===== src/rtl/proc_pkg.sv =====
// Shared widths, command-word layout and head-decision encoding for the
// pulse command queue.
package proc_pkg;

  localparam int CMD_WIDTH     = 72;
  localparam int TIME_WIDTH    = 32;
  localparam int PAYLOAD_WIDTH = CMD_WIDTH - TIME_WIDTH;
  localparam int DEPTH_LOG2    = 3;

  // Trigger time occupies the upper bits of the command word.
  typedef struct packed {
    logic [TIME_WIDTH-1:0]    trig_time;
    logic [PAYLOAD_WIDTH-1:0] payload;
  } cmd_t;

  typedef enum logic [1:0] {
    HEAD_IDLE,
    HEAD_HOLD,
    HEAD_ISSUE,
    HEAD_LATE
  } head_act_e;

  // Modular difference read as signed: MSB set means the trigger time is behind qclk.
  function automatic logic time_is_late(input logic [TIME_WIDTH-1:0] diff);
    return diff[TIME_WIDTH-1];
  endfunction

endpackage


===== src/rtl/pulse_cmd_fifo_mem.sv =====
// Register-array storage for the pulse command queue: synchronous write,
// asynchronous read of the current head entry.
module pulse_cmd_fifo_mem #(
  parameter int WIDTH      = 72,
  parameter int DEPTH_LOG2 = 3
) (
  input  logic                  clk,
  input  logic                  we_i,
  input  logic [DEPTH_LOG2-1:0] waddr_i,
  input  logic [WIDTH-1:0]      wdata_i,
  input  logic [DEPTH_LOG2-1:0] raddr_i,
  output logic [WIDTH-1:0]      rdata_o
);

  logic [WIDTH-1:0] mem_q [2**DEPTH_LOG2];

  // Storage is left unreset; occupancy is tracked entirely by the pointers.
  always_ff @(posedge clk) begin
    if (we_i) begin
      mem_q[waddr_i] <= wdata_i;
    end
  end

  assign rdata_o = mem_q[raddr_i];

endmodule


===== src/rtl/pulse_cmd_queue.sv =====
// Timed pulse-command queue: buffers core commands in order and releases the
// head when qclk reaches its trigger time. Define PULSE_LATE_ISSUE_EN to issue
// late heads instead of discarding them.
module pulse_cmd_queue
  import proc_pkg::*;
(
  input  logic                     clk,
  input  logic                     reset,
  input  logic [CMD_WIDTH-1:0]     cmd_in_i,
  input  logic                     cstrobe_i,
  input  logic [TIME_WIDTH-1:0]    qclk_i,
  input  logic                     flush_i,
  output logic [PAYLOAD_WIDTH-1:0] pulse_out_o,
  output logic                     pulse_valid_o,
  output logic                     full_o,
  output logic                     empty_o,
  output logic [DEPTH_LOG2:0]      count_o,
  output logic                     overflow_err_o,
  output logic                     late_err_o
);

  logic [DEPTH_LOG2:0]      wr_ptr_q, wr_ptr_d;
  logic [DEPTH_LOG2:0]      rd_ptr_q, rd_ptr_d;
  logic [PAYLOAD_WIDTH-1:0] pulse_out_q, pulse_out_d;
  logic                     pulse_valid_q, pulse_valid_d;
  logic                     overflow_q, overflow_d;
  logic                     late_q, late_d;

  logic [CMD_WIDTH-1:0]     head_word;
  cmd_t                     head_cmd;
  logic [TIME_WIDTH-1:0]    head_diff;
  head_act_e                head_act;
  logic                     empty, full, push, pop;

  pulse_cmd_fifo_mem #(
    .WIDTH      (CMD_WIDTH),
    .DEPTH_LOG2 (DEPTH_LOG2)
  ) u_mem (
    .clk     (clk),
    .we_i    (push),
    .waddr_i (wr_ptr_q[DEPTH_LOG2-1:0]),
    .wdata_i (cmd_in_i),
    .raddr_i (rd_ptr_q[DEPTH_LOG2-1:0]),
    .rdata_o (head_word)
  );

  // Pointers carry an extra wrap bit: equal means empty, MSB-only difference means full.
  assign empty     = (wr_ptr_q == rd_ptr_q);
  assign full      = ((wr_ptr_q ^ rd_ptr_q) == {1'b1, {DEPTH_LOG2{1'b0}}});
  assign head_cmd  = head_word;
  assign head_diff = head_cmd.trig_time - qclk_i;

  always_comb begin
    head_act = HEAD_IDLE;
    if (!empty && !flush_i) begin
      if (head_diff == '0) begin
        head_act = HEAD_ISSUE;
      end else if (time_is_late(head_diff)) begin
        head_act = HEAD_LATE;
      end else begin
        head_act = HEAD_HOLD;
      end
    end
  end

  assign pop  = (head_act == HEAD_ISSUE) || (head_act == HEAD_LATE);
  assign push = cstrobe_i && !flush_i && (!full || pop);

  always_comb begin
    wr_ptr_d      = wr_ptr_q;
    rd_ptr_d      = rd_ptr_q;
    pulse_out_d   = pulse_out_q;
    pulse_valid_d = 1'b0;
    overflow_d    = overflow_q;
    late_d        = late_q;

    if (flush_i) begin
      wr_ptr_d = '0;
      rd_ptr_d = '0;
    end else begin
      if (pop) begin
        rd_ptr_d = rd_ptr_q + 1'b1;
      end
      if (push) begin
        wr_ptr_d = wr_ptr_q + 1'b1;
      end
      if (cstrobe_i && full && !pop) begin
        overflow_d = 1'b1;
      end

      case (head_act)
        HEAD_ISSUE: begin
          pulse_valid_d = 1'b1;
          pulse_out_d   = head_cmd.payload;
        end
        HEAD_LATE: begin
          late_d = 1'b1;
`ifdef PULSE_LATE_ISSUE_EN
          pulse_valid_d = 1'b1;
          pulse_out_d   = head_cmd.payload;
`endif
        end
        default: begin
        end
      endcase
    end
  end

  always_ff @(posedge clk or negedge reset) begin
    if (!reset) begin
      wr_ptr_q      <= '0;
      rd_ptr_q      <= '0;
      pulse_out_q   <= '0;
      pulse_valid_q <= 1'b0;
      overflow_q    <= 1'b0;
      late_q        <= 1'b0;
    end else begin
      wr_ptr_q      <= wr_ptr_d;
      rd_ptr_q      <= rd_ptr_d;
      pulse_out_q   <= pulse_out_d;
      pulse_valid_q <= pulse_valid_d;
      overflow_q    <= overflow_d;
      late_q        <= late_d;
    end
  end

  assign pulse_out_o    = pulse_out_q;
  assign pulse_valid_o  = pulse_valid_q;
  assign full_o         = full;
  assign empty_o        = empty;
  assign count_o        = wr_ptr_q - rd_ptr_q;
  assign overflow_err_o = overflow_q;
  assign late_err_o     = late_q;

endmodule


===== config.mk =====
export PLATFORM = sky130hd
export DESIGN_NAME = pulse_cmd_queue
export DESIGN_NICKNAME = d
export VERILOG_FILES = /design/src/rtl/proc_pkg.sv /design/src/rtl/pulse_cmd_fifo_mem.sv /design/src/rtl/pulse_cmd_queue.sv
export SDC_FILE = /design/constraint.sdc
export NUM_CORES = 1
export LEC_CHECK = 0
export BUFFER_PORTS_ARGS = -buffer_cell sky130_fd_sc_hd__buf_2
export CAP_MARGIN = 40
export CORE_MARGIN = 2
export CORE_UTILIZATION = 61
export CTS_BUF_LIST = sky130_fd_sc_hd__clkbuf_8
export DETAILED_ROUTE_END_ITERATION = 16
export GPL_ROUTABILITY_DRIVEN = 0
export PLACE_DENSITY = 0.9
export RECOVER_POWER = 100
export SETUP_SLACK_MARGIN = 0.05
export SLEW_MARGIN = 20
export SYNTH_ARGS = -nofsm -noshare
export SYNTH_HDL_FRONTEND = slang
export SYNTH_SLANG_ARGS = --single-unit

===== constraint.sdc =====
create_clock -name clk -period 17.5 [get_ports clk]
set_input_delay 0.875 -clock clk [delete_from_list [all_inputs] [get_ports clk]]
set_output_delay 0.875 -clock clk [all_outputs]
set_load 0.005 [all_outputs]

==> impl_metrics.json <==
{
  "outcome": "finished, violations left",
  "violations": "max-capacitance violations, max-slew violations",
  "clock-skew-final_ns": 0.05747,
  "path_delay_family": "buffers and inverters",
  "min_path_type": "flip-flop to flip-flop",
  "syn_inst": 1595,
  "clock_path_buffers": 3,
  "grt_overflow": 0,
  "layout_common_cells": "576 x edfxtp_1, 212 x nand2_1, 144 x mux4_2",
  "p_per_area_nw_per_um2": 124.0,
  "ios": 157,
  "max-cap-violations": 21,
  "area_delta_synth_final_pct": 11.32,
  "register_area_um2": 18570,
  "clock_sinks": 627,
  "synth_nets": 1740,
  "drc": 0,
  "maxSlewViolCount": 779,
  "wl_um": 61250,
  "gr-usage-met2_pct": 46.30,
  "numCtsBuffers": 95,
  "synthArstFlopShare_pct": 8.134,
  "fp.dieArea_um2": 45220,
  "fmax_mhz": 84.69,
  "synth_top_area_share_pct": 65.13,
  "cts_root_buf": "clkbuf_8",
  "cts_setup_buffers": 0,
  "cp-end-kind": "flip-flop",
  "antenna_found_initial": 7,
  "path_common_cell": "clkbuf_1",
  "rows": 76,
  "synth_top_cells_by_area": "edfxtp_1 65%, mux4_2 12%, dfrtp_1 4.8%",
  "hold_violations": 0,
  "hpwl_um": 38200,
  "portBuffers": 156,
  "tightest_slew_ns": 3.349,
  "cp.arrival_ns": 12.03,
  "fillCellCount": 2741,
  "setup_tns_ns": 0,
  "syn-mean-instance-area_um2": 16.65,
  "required_ns": 17.72,
  "wl_per_cell_um": 24.84,
  "via_per_inst": 6.358,
  "finalWorstSetupSlack_ns": 5.692,
  "die_w_um": 212.7,
  "setup_viol": 0,
  "ys_types": 79,
  "multi_input_area_um2": 7400,
  "finalCritPeriodShare_pct": 67.48,
  "max_stage_delay_ns": 2.42,
  "holdBufCountCts": 0,
  "tritoncts": "built",
  "clock_latency_ns": 0.68,
  "p_leak_nw": 10.49,
  "die_h_um": 212.7,
  "nets": 1940,
  "ys_seq_area_share_pct": 69.94,
  "grt_pass1_wl_um": 91510,
  "path_clk_slew_ns": 0.06,
  "synth_top_cell_by_area": "edfxtp_1",
  "synth_ff_type": "edfxtp_1",
  "synth-edff-count": 576,
  "grt-busiest-layer": "met2",
  "ys_ff_latch": 627,
  "grt_util_met1_pct": 34.49,
  "crit_chain": "clkbuf_1, inv_1, ha_1, nand3_1, o21bai_1, a21oi_1, nand2_1, nor4_1, and3_1, nand4_1, a2111oi_0, and4b_1, o21a_4, clkbuf_1, clkbuf_1",
  "worstPathMaxFanout": 54,
  "dpl_worst_slack_ns": 10.43,
  "cp-start-kind": "flip-flop",
  "peakVddDrop_uv": 96.27,
  "drive_gt1_share_pct": 18.29,
  "ant_nets": 0,
  "final_common_cell": "edfxtp_1",
  "initial_utilization_pct": 61.79,
  "drtIter0Drc": 1754,
  "post_cts_resized": 0,
  "dr.pass1.iters": 7,
  "synth_area_um2": 26560,
  "rsz0062_at_grt": "false",
  "slowest_stage": "clkbuf_1",
  "use_met3_pct": 7.178,
  "grt_usage_pct": 27.57,
  "grt_pass1_vias": 16050,
  "vias": 15680,
  "finalCriticalPeriod_ns": 11.81,
  "relSlewSlack_pct": -123.2,
  "coreArea_um2": 42980,
  "crit_type": "flip-flop to flip-flop",
  "grt_max_degree": 63,
  "yosysWarnings": 0,
  "htreeDepth": 3,
  "cp_num_buf_inv": 4
}
sequential cells by signal (all words and copies together) (netlist names):
register / flops
u_mem.mem_q: 576
pulse_out_o: 40
rd_ptr_q: 4
wr_ptr_q: 4
late_err_o: 1
overflow_err_o: 1
pulse_valid_o: 1
where the power goes:
part | switching [mW] | internal (mW) | total [mW]
Clock | 0.552 | 0.542 | 1.09
Combinational | 0.507 | 0.384 | 0.891
Sequential | 0.0223 | 1.66 | 1.68
metrics by stage:
| stage | instance area (µm²) | hold slack [ns] | total power [mW] | utilization (%) | std cells |
|---|---|---|---|---|---|
| final | 29560 | 0.4773 | 3.667 | 68.78 | 2466 |
| after global routing | 29550 | 0.4935 | 3.815 | 68.74 | 2460 |
| after global placement | 27930 | 0.4568 | 2.537 | 64.97 | 2271 |
| after detailed placement | 28150 | 0.4605 | 2.578 | 65.50 | 2280 |
| after floorplan | 26560 | 0.4590 | 2.355 | - | 1595 |
| after CTS | 29890 | 0.3905 | 3.660 | 69.54 | 2457 |
kinds of logic after synthesis:
logic type               Yosys count  share of synthesized area (%)
flip-flops                       627                          69.94
AND/OR/NAND/NOR                  367                          6.228
AO/OA/AOI/OAI                    262                          6.860
multiplexers                     159                          12.80
buffers and inverters            130                          1.974
adder cells (fa/ha/maj)           37                          1.771
XOR/XNOR                          13                         0.4287
worst reg2reg max path: stages (launching register included):
cell	delay, ns
dfrtp_1	1.46
clkbuf_1	2.43
inv_1	0.50
ha_1	0.52
nand3_1	0.13
o21bai_1	0.20
a21oi_1	0.18
nand2_1	0.06
nor4_1	0.24
and3_1	0.19
nand4_1	0.14
a2111oi_0	0.53
and4b_1	0.54
o21a_4	0.20
clkbuf_1	2.06
clkbuf_1	1.97
Yosys cell counts, types with 5 or more instances:
cell and number:
a21oi_2 18, ha_1 36, clkbuf_1 52, nand3_1 10, mux4_2 144, a21oi_1 62
nor3_1 18, and3_1 7, nand2b_1 12, a2111oi_0 9, nor2_1 52, a21o_1 51
dfrtp_1 51, nand4_1 14, edfxtp_1 576, inv_1 48, mux2i_1 10, xnor2_1 7
a31oi_1 9, buf_1 17, nor2b_1 9, o21a_1 18, o21ai_0 25, buf_2 8
o211ai_1 8, xor2_1 6, nand2_1 212, nor4_1 5, a211oi_1 8, a21boi_0 5
layer usage:
metal	vias to the layer above	wire (µm)
li1	6723	-
met1	7880	22270
met2	903	30900
met3	164	5831
met4	10	2117
met5	-	128
worst paths after layout:
check                           startpoint                 end  slack [ns]  cells after the start
setup reg to reg               rd_ptr_q[1]  u_mem.mem_q[0][30]        5.69                     15
setup / recovery               rd_ptr_q[1]  u_mem.mem_q[0][30]        5.69                     15
min in group asynchronous            reset      pulse_out_o[6]        0.67                      2
hold reg to reg            pulse_out_o[12]     pulse_out_o[12]        0.48                      1
max in group asynchronous            reset     pulse_out_o[24]       14.35                      3
hold / removal             pulse_out_o[12]     pulse_out_o[12]        0.48                      1
final cells by class:
cell class | instances | share of cell area (%)
sequential | 627 | 62.83
multi-input combinational | 838 | 25.03
clock buffer | 98 | 4.563
timing repair buffer | 184 | 3.102
tap | 585 | 2.476
clock inverter | 79 | 1.325
inverter | 49 | 0.6222
antenna | 6 | 0.05079
Power figures use the tool's default switching activity.
